## src/rtl/mem_port_arbiter.sv

```systemverilog
// rtl/mem_port_arbiter.sv - two-requester arbiter for the core memory bus port
// MEM stage has priority; a starvation counter forces an IF grant after IF_STARVE_MAX MEM wins.
module mem_port_arbiter #(
  parameter int IF_STARVE_MAX = 4
) (
  input  logic        clk,
  input  logic        rst,
  input  logic        if_valid,
  input  logic [63:0] if_addr,
  input  logic [1:0]  if_size,
  output logic        if_ready,
  output logic [1:0]  if_resp,
  output logic [63:0] if_data_read,
  input  logic        mem_valid,
  input  logic        mem_req,
  input  logic [63:0] mem_addr,
  input  logic [1:0]  mem_size,
  input  logic [63:0] mem_wdata,
  output logic        mem_ready,
  output logic [1:0]  mem_resp,
  output logic [63:0] mem_data_read,
  output logic        rw_valid,
  output logic        rw_req,
  output logic [63:0] rw_addr,
  output logic [1:0]  rw_size,
  output logic [63:0] rw_w_data,
  input  logic        rw_ready,
  input  logic [1:0]  rw_resp,
  input  logic [63:0] rw_data_read
);

  localparam int CW = $clog2(IF_STARVE_MAX + 1);
  localparam logic [CW-1:0] STARVE_LIMIT = CW'(IF_STARVE_MAX);

  typedef enum logic [1:0] {IDLE, IF_BUSY, MEM_BUSY} state_t;

  state_t        state;
  logic [CW-1:0] starve_cnt;

  // Only a MEM win over a pending IF counts toward starvation.
  always_ff @(posedge clk or negedge rst) begin
    if (!rst) begin
      state      <= IDLE;
      starve_cnt <= '0;
    end else begin
      case (state)
        IDLE: begin
          if (mem_valid && (!if_valid || starve_cnt < STARVE_LIMIT)) begin
            state <= MEM_BUSY;
            if (if_valid) starve_cnt <= starve_cnt + CW'(1);
          end else if (if_valid) begin
            state      <= IF_BUSY;
            starve_cnt <= '0;
          end
        end
        IF_BUSY, MEM_BUSY: begin
          if (rw_ready) state <= IDLE;
        end
        default: state <= IDLE;
      endcase
    end
  end

  // Bus fields follow the owner's live inputs for the whole transaction.
  always_comb begin
    rw_valid  = 1'b0;
    rw_req    = 1'b0;
    rw_addr   = '0;
    rw_size   = '0;
    rw_w_data = '0;
    if_ready  = 1'b0;
    mem_ready = 1'b0;
    case (state)
      IF_BUSY: begin
        rw_valid = 1'b1;
        rw_addr  = if_addr;
        rw_size  = if_size;
        if_ready = rw_ready;
      end
      MEM_BUSY: begin
        rw_valid  = 1'b1;
        rw_req    = mem_req;
        rw_addr   = mem_addr;
        rw_size   = mem_size;
        rw_w_data = mem_wdata;
        mem_ready = rw_ready;
      end
      default: ;
    endcase
  end

  assign if_data_read  = rw_data_read;
  assign mem_data_read = rw_data_read;
  assign if_resp       = rw_resp;
  assign mem_resp      = rw_resp;

endmodule

```

## config.mk

```make
export PLATFORM = sky130hd
export DESIGN_NAME = mem_port_arbiter
export DESIGN_NICKNAME = d
export VERILOG_FILES = /design/src/rtl/mem_port_arbiter.sv
export SDC_FILE = /design/constraint.sdc
export NUM_CORES = 1
export LEC_CHECK = 0
export CAP_MARGIN = 30
export CORE_AREA = 2 2 210 212
export CTS_CLUSTER_SIZE = 30
export DETAILED_ROUTE_END_ITERATION = 12
export DIE_AREA = 0 0 212 214
export DONT_BUFFER_PORTS = 1
export PLACE_DENSITY_LB_ADDON = 0.08
export SLEW_MARGIN = 40
export SYNTH_ARGS = -nofsm -noshare
export SYNTH_HDL_FRONTEND = slang
export SYNTH_SLANG_ARGS = --single-unit
```

## constraint.sdc

```tcl
create_clock -name clk -period 1.61 [get_ports clk]
set_input_delay 0.483 -clock clk [delete_from_list [all_inputs] [get_ports clk]]
set_output_delay 0.483 -clock clk [all_outputs]
set_load 0.01 [all_outputs]
```

==> results of run 1 <==
[per-stage QoR]
step                      hold WS, ns  TNS [ns]  power, mW
after global placement          0.188    -18.84       5.52
after detailed placement        0.188    -19.55       5.49
final                           0.415    -50.63       9.19
after CTS                       0.418    -51.37       8.97
after floorplan                 0.187     -3.54       4.86
after global routing            0.426    -57.76       9.77
[worst max-delay path, cell delays in order, from the launching register on]
cell,delay (ns)
dfrtp_1,0.38
buf_4,0.15
ha_4,0.19
buf_16,0.19
a22oi_2,0.29
nor2b_4,0.08
[layer usage]
layer | part of all wire | track usage | vias to the layer above
met5 | 0.00087 | 0 | -
met4 | 0.048 | 0.0279 | 2
met3 | 0.090 | 0.0169 | 53
met2 | 0.54 | 0.114 | 253
met1 | 0.32 | 0.0520 | 1055
li1 | - | - | 928
[layout make-up]
| class | count | area (um^2) | area share |
|---|---|---|---|
| Sequential cell | 5 | 125 | 0.0307 |
| Tap cell | 585 | 732 | 0.180 |
| Multi-Input combinational cell | 216 | 2260 | 0.556 |
| Antenna cell | 2 | 5.00 | 0.00123 |
| Timing Repair Buffer | 44 | 856 | 0.210 |
| Inverter | 3 | 11.3 | 0.00277 |
| Clock buffer | 4 | 78.8 | 0.0194 |
[what timing repair did]
action,in CTS,in global routing
pin swaps,4,6
cloned,12,1
gates resized for setup,167,11
setup buffers,11,2
hold endpoints to repair,5,0
endpoints found under the setup margin,136,136
hold buffers,1,0
[layout by cell type (no fill, tap or decap)]
master         Yosys  routed
diode_2            0       2
nand2b_1           1       1
buf_6              3       4
inv_1              3       1
and2_4             0      65
a22oi_2            0      42
buf_8              0       1
buf_4            136       8
inv_2              0       2
mux2_2             1       1
a21oi_1            2       2
a22o_1             2       2
dfrtp_1            5       5
and2_1            67       1
and2_2             0       1
ha_4               0       3
nor2b_1           68       2
nor2b_4            1      43
a22oi_1           66      24
dlygate4sd3_1      0       1
and3_1             1       1
a211oi_1           1       1
buf_12             0      13
ha_1               4       1
o32ai_1            1       1
nand2_1            1       1
clkbuf_1           3       1
clkbuf_16          0       4
buf_16             0      16
nor2b_2            0      24
[logic make-up (layout without fill, tap and decap cells)]
logic type               count (synthesis)  after routing  synth area share
adder cells (fa/ha/maj)                  4              4            0.0181
other                                    0              2                 0
AO/OA/AOI/OAI                           72             72             0.194
AND/OR/NAND/NOR                        139            139             0.315
flip-flops                               5              5            0.0451
multiplexers                             1              1           0.00406
buffers and inverters                  164             51             0.423
[flip-flops by register name, summed over array words and instances (netlist names)]
register,flops
starve_cnt,3
state,2
[power by group]
part           leakage, nW  internal, mW  switching [mW]
clock network       0.0382         0.328          0.0811
logic                 1.16          4.63            3.93
registers           0.0653         0.179          0.0348
total                 1.26          5.14            4.04
[worst max-delay path by stage]
stage | to | depth (start not counted) | slack, ns
floorplan | rw_addr[14] | 6 | -0.08
detailed placement | rw_addr[31] | 5 | -0.24
CTS | rw_addr[5] | 5 | -0.46
global route | rw_addr[21] | 5 | -0.49
finish | rw_addr[54] | 5 | -0.44
global placement | rw_addr[31] | 5 | -0.23
==> impl_metrics.ini, run 1 <==
[timing]
relSlewSlack = 0.808
fin_skew_ns = 0.000284
drv_slew = 0
finalSetupViolCount = 136
grt_setup_unrepaired = yes
clock.fmax_ghz = 0.489
tightestPinTransition_ns = 0.288
timing.final.ws_setup_ns = -0.435
finalCritPeriodShare = 1.27
hold_viol_final = 0
fin_crit_ns = 2.05

[yosys]
synth.most_common_cell = buf_4
syn_avg_cell_area_um2 = 7.20
ys_warn_count = 0
yosysTopAreaCellShare = 0.368
syn_inst = 385
ys_types = 20
synth_ff_type = dfrtp_1
syn-num-nets = 657
async_flop_share = 1.00
synthTopCellsByArea = buf_4, a22oi_1, nor2b_1, and2_1, dfrtp_1
synth_edf_count = 0
yosys-top-cells-count = buf_4, nor2b_1, and2_1, a22oi_1, buf_2
yosysTopAreaCell = buf_4
synthesis.area_um2 = 2770
seq_area_frac_synth = 0.0451
ys_ff_latch = 5

[route]
vias = 2291
post_drt_wl_per_cell_um = 17.5
ant_nets = 0
totalWireLength_um = 15000
drt_pass1_iterations = 4
vias_per_cell = 2.67
drc = 0
drtIter0Drc = 59

[placed_design]
dp_cells = 826
dpl_cell_area_um2 = 2870
numPortBuffers = 0
pre_cts_slack_ns = -0.241
place.gp.congestion = 0.679
dpl.hpwl_um = 10400

[hold_path]
hold_start = mem_valid
worstHoldPathType = primary input to register
hold_depth = 2
hold_path_end = state[1]

[die]
initial_core_util = 0.0647
io_pins = 534
die_h_um = 214
fp.dieW_um = 212
die_area_um2 = 45400
core-area_um2 = 42900
fp-row-count = 76

[final_layout]
drive_gt1_frac = 0.835
final_core_util = 0.0949
fillCellCount = 4919
final_cell_area_um2 = 4070
fin_nets = 545
instances_no_fill = 859
area_delta_synth_final_pct = 46.8

[setup_path]
rrSetupSlack_ns = -0.22
r2r_cells = 9
crit_required_ns = 1.13
reg2reg_to = state[1]
arrival_ns = 1.56
startpoint_type = register
crit_type = register to primary output
critPathCaptureType = primary output
crit_start = state[1]
crit_fanout = 42
worstReg2RegStart = state[1]

[clock_network]
clk_latency_ns = 0.23
cts_tree = done
cts-root-buf = clkbuf_16
clkSlewWorstSetupHoldPaths_ns = 0.03
cts_buffer_depth = 2
cts_made_buffers = 3
cts_sinks = 5
htree_levels = 1

[grt]
grt_overflow = 0
grt_pass1_vias = 2516
grt_max_degree = 49
grt_pass1_wl_um = 18900
antenna_found_initial = 3
grtUsageTotal = 0.0576

[power]
power_per_cell_area_nw_per_um2 = 2260
ir_drop_mv = 0.589
power.leakage_nw = 1.26

[status]
violations = negative setup slack
status = complete, but fails checks

[flow_run]
maxCapViolCount = 0
Power figures use the tool's default switching activity.
==> run 2, diff against run 1 <==
--- a/config.mk
+++ b/config.mk
@@ -12,6 +12,7 @@
 export DIE_AREA = 0 0 212 214
 export DONT_BUFFER_PORTS = 1
 export PLACE_DENSITY_LB_ADDON = 0.08
+export SKIP_CTS_REPAIR_TIMING = 1
 export SLEW_MARGIN = 40
 export SYNTH_ARGS = -nofsm -noshare
 export SYNTH_HDL_FRONTEND = slang
==> impl_metrics.ini, run 2 (synthesis results as in run 1) <==
[status]
status = complete, but fails checks
violations = negative setup slack

[timing]
fin_skew_ns = 0.00211
clock.fmax_ghz = 0.491
drv_slew = 0
timing.final.ws_setup_ns = -0.426
hold_viol_final = 0
tightestPinTransition_ns = 0.259
finalSetupViolCount = 136
holdWs_ns = 0.414
grt_setup_unrepaired = yes
relSlewSlack = 0.827
finalCritPeriodShare = 1.26
fin_crit_ns = 2.04

[final_layout]
multi_input_area_um2 = 2220
area_delta_synth_final_pct = 42.0
ff_latch_area_um2 = 125
fin_nets = 543
largest_register_ffs = 3
mostFrequentLayoutCells = and2_4, a22oi_2, nor2b_4
instances_no_fill = 856
largestRegisters = starve_cnt: 3 flops, state: 2 flops
layout_commonest_cell = and2_4
fillCellCount = 4935
top_register = starve_cnt
drive_gt1_frac = 0.826

[clock_network]
clk_latency_ns = 0.23
cts_tree = done
cts_made_buffers = 3
htree_levels = 1
cts-root-buf = clkbuf_16
cts_buffer_depth = 2
clkSlewWorstSetupHoldPaths_ns = 0.03
cts_sinks = 5

[grt]
grtUsageTotal = 0.0466
grt_max_degree = 82
grt_pass1_wl_um = 15700
grt_overflow = 0
grt_pass1_vias = 2243
antenna_found_initial = 2

[power]
clkPwrFrac = 0.048
seq_power_share = 0.025
power_frac_comb = 0.927
power_per_cell_area_nw_per_um2 = 2190
p_sw_frac = 0.463
power.leakage_nw = 1.19
power.internal_mw = 4.63
ir_drop_mv = 0.486
p_switching_mw = 4.00

[placed_design]
dp_cells = 826
place.gp.congestion = 0.679
dpl.hpwl_um = 10400
numPortBuffers = 0
pre_cts_slack_ns = -0.241

[hold_path]
hold_start = mem_valid
worstHoldPathType = primary input to register
hold_depth = 2

[setup_path]
crit_start = state[0]
critPathCaptureType = primary output
crit_fanout = 10
crit_type = register to primary output
worstReg2RegStart = state[1]
startpoint_type = register
arrival_ns = 1.55
r2r_cells = 8
crit_required_ns = 1.13

[die]
io_pins = 534
die_h_um = 214
fp-row-count = 76
die_area_um2 = 45400
core-area_um2 = 42900
initial_core_util = 0.0647
fp.dieW_um = 212

[route]
vias = 2302
drt_pass1_iterations = 4
drc = 0
post_drt_wl_per_cell_um = 18.4
drtIter0Drc = 150
vias_per_cell = 2.69
totalWireLength_um = 15800
ant_nets = 0

[flow_run]
maxCapViolCount = 0
## run 2: stage by stage
stage	instance area [um^2]	util	power [mW]	TNS [ns]
global placement	2870	0.0670	5.52	-18.84
floorplan	3150	-	4.86	-3.54
CTS	2950	0.0688	5.93	-52.41
detailed placement	2870	0.0670	5.49	-19.55
global route	3940	0.0918	9.17	-52.68
finish	3940	0.0918	8.63	-45.12
## run 2: critical path: stages, from the launching register on
cell       delay, ns
dfrtp_1         0.38
inv_2           0.11
ha_4            0.20
buf_12          0.16
clkbuf_16       0.19
a22oi_2         0.09
nor2b_2         0.19
## run 2: layout make-up
type                    count  share of cell area
multi-input cells         216               0.565
repair buffers             42               0.194
well taps                 585               0.186
flip-flops and latches      5              0.0318
clock buffers               4              0.0200
inverters                   3             0.00286
diodes                      1            0.000636
## run 2: path summary, 6_finish.rpt
check                                 to  slack, ns
max in group asynchronous  starve_cnt[2]       0.84
min                             state[1]       0.41
min reg2reg                starve_cnt[1]       0.51
max                          rw_addr[19]      -0.43
min in group asynchronous  starve_cnt[1]       0.56
max reg2reg                     state[1]      -0.15
## run 2: routing by layer
layer  share of wire  track usage  wire, um
met1            0.33       0.0388      5160
met2            0.53       0.0953      8370
met4           0.051       0.0214       802
met5         0.00082            0        13
met3           0.092       0.0163      1450
## run 2: power groups by stage
| stage | logic (mW) | registers [mW] | clock network, mW |
|---|---|---|---|
| floorplan | 4.65 | 0.216 | 0 |
| global placement | 5.30 | 0.222 | 0 |
| detailed placement | 5.27 | 0.223 | 0 |
| CTS | 5.29 | 0.222 | 0.419 |
| global route | 8.51 | 0.228 | 0.427 |
| finish | 8.00 | 0.220 | 0.412 |
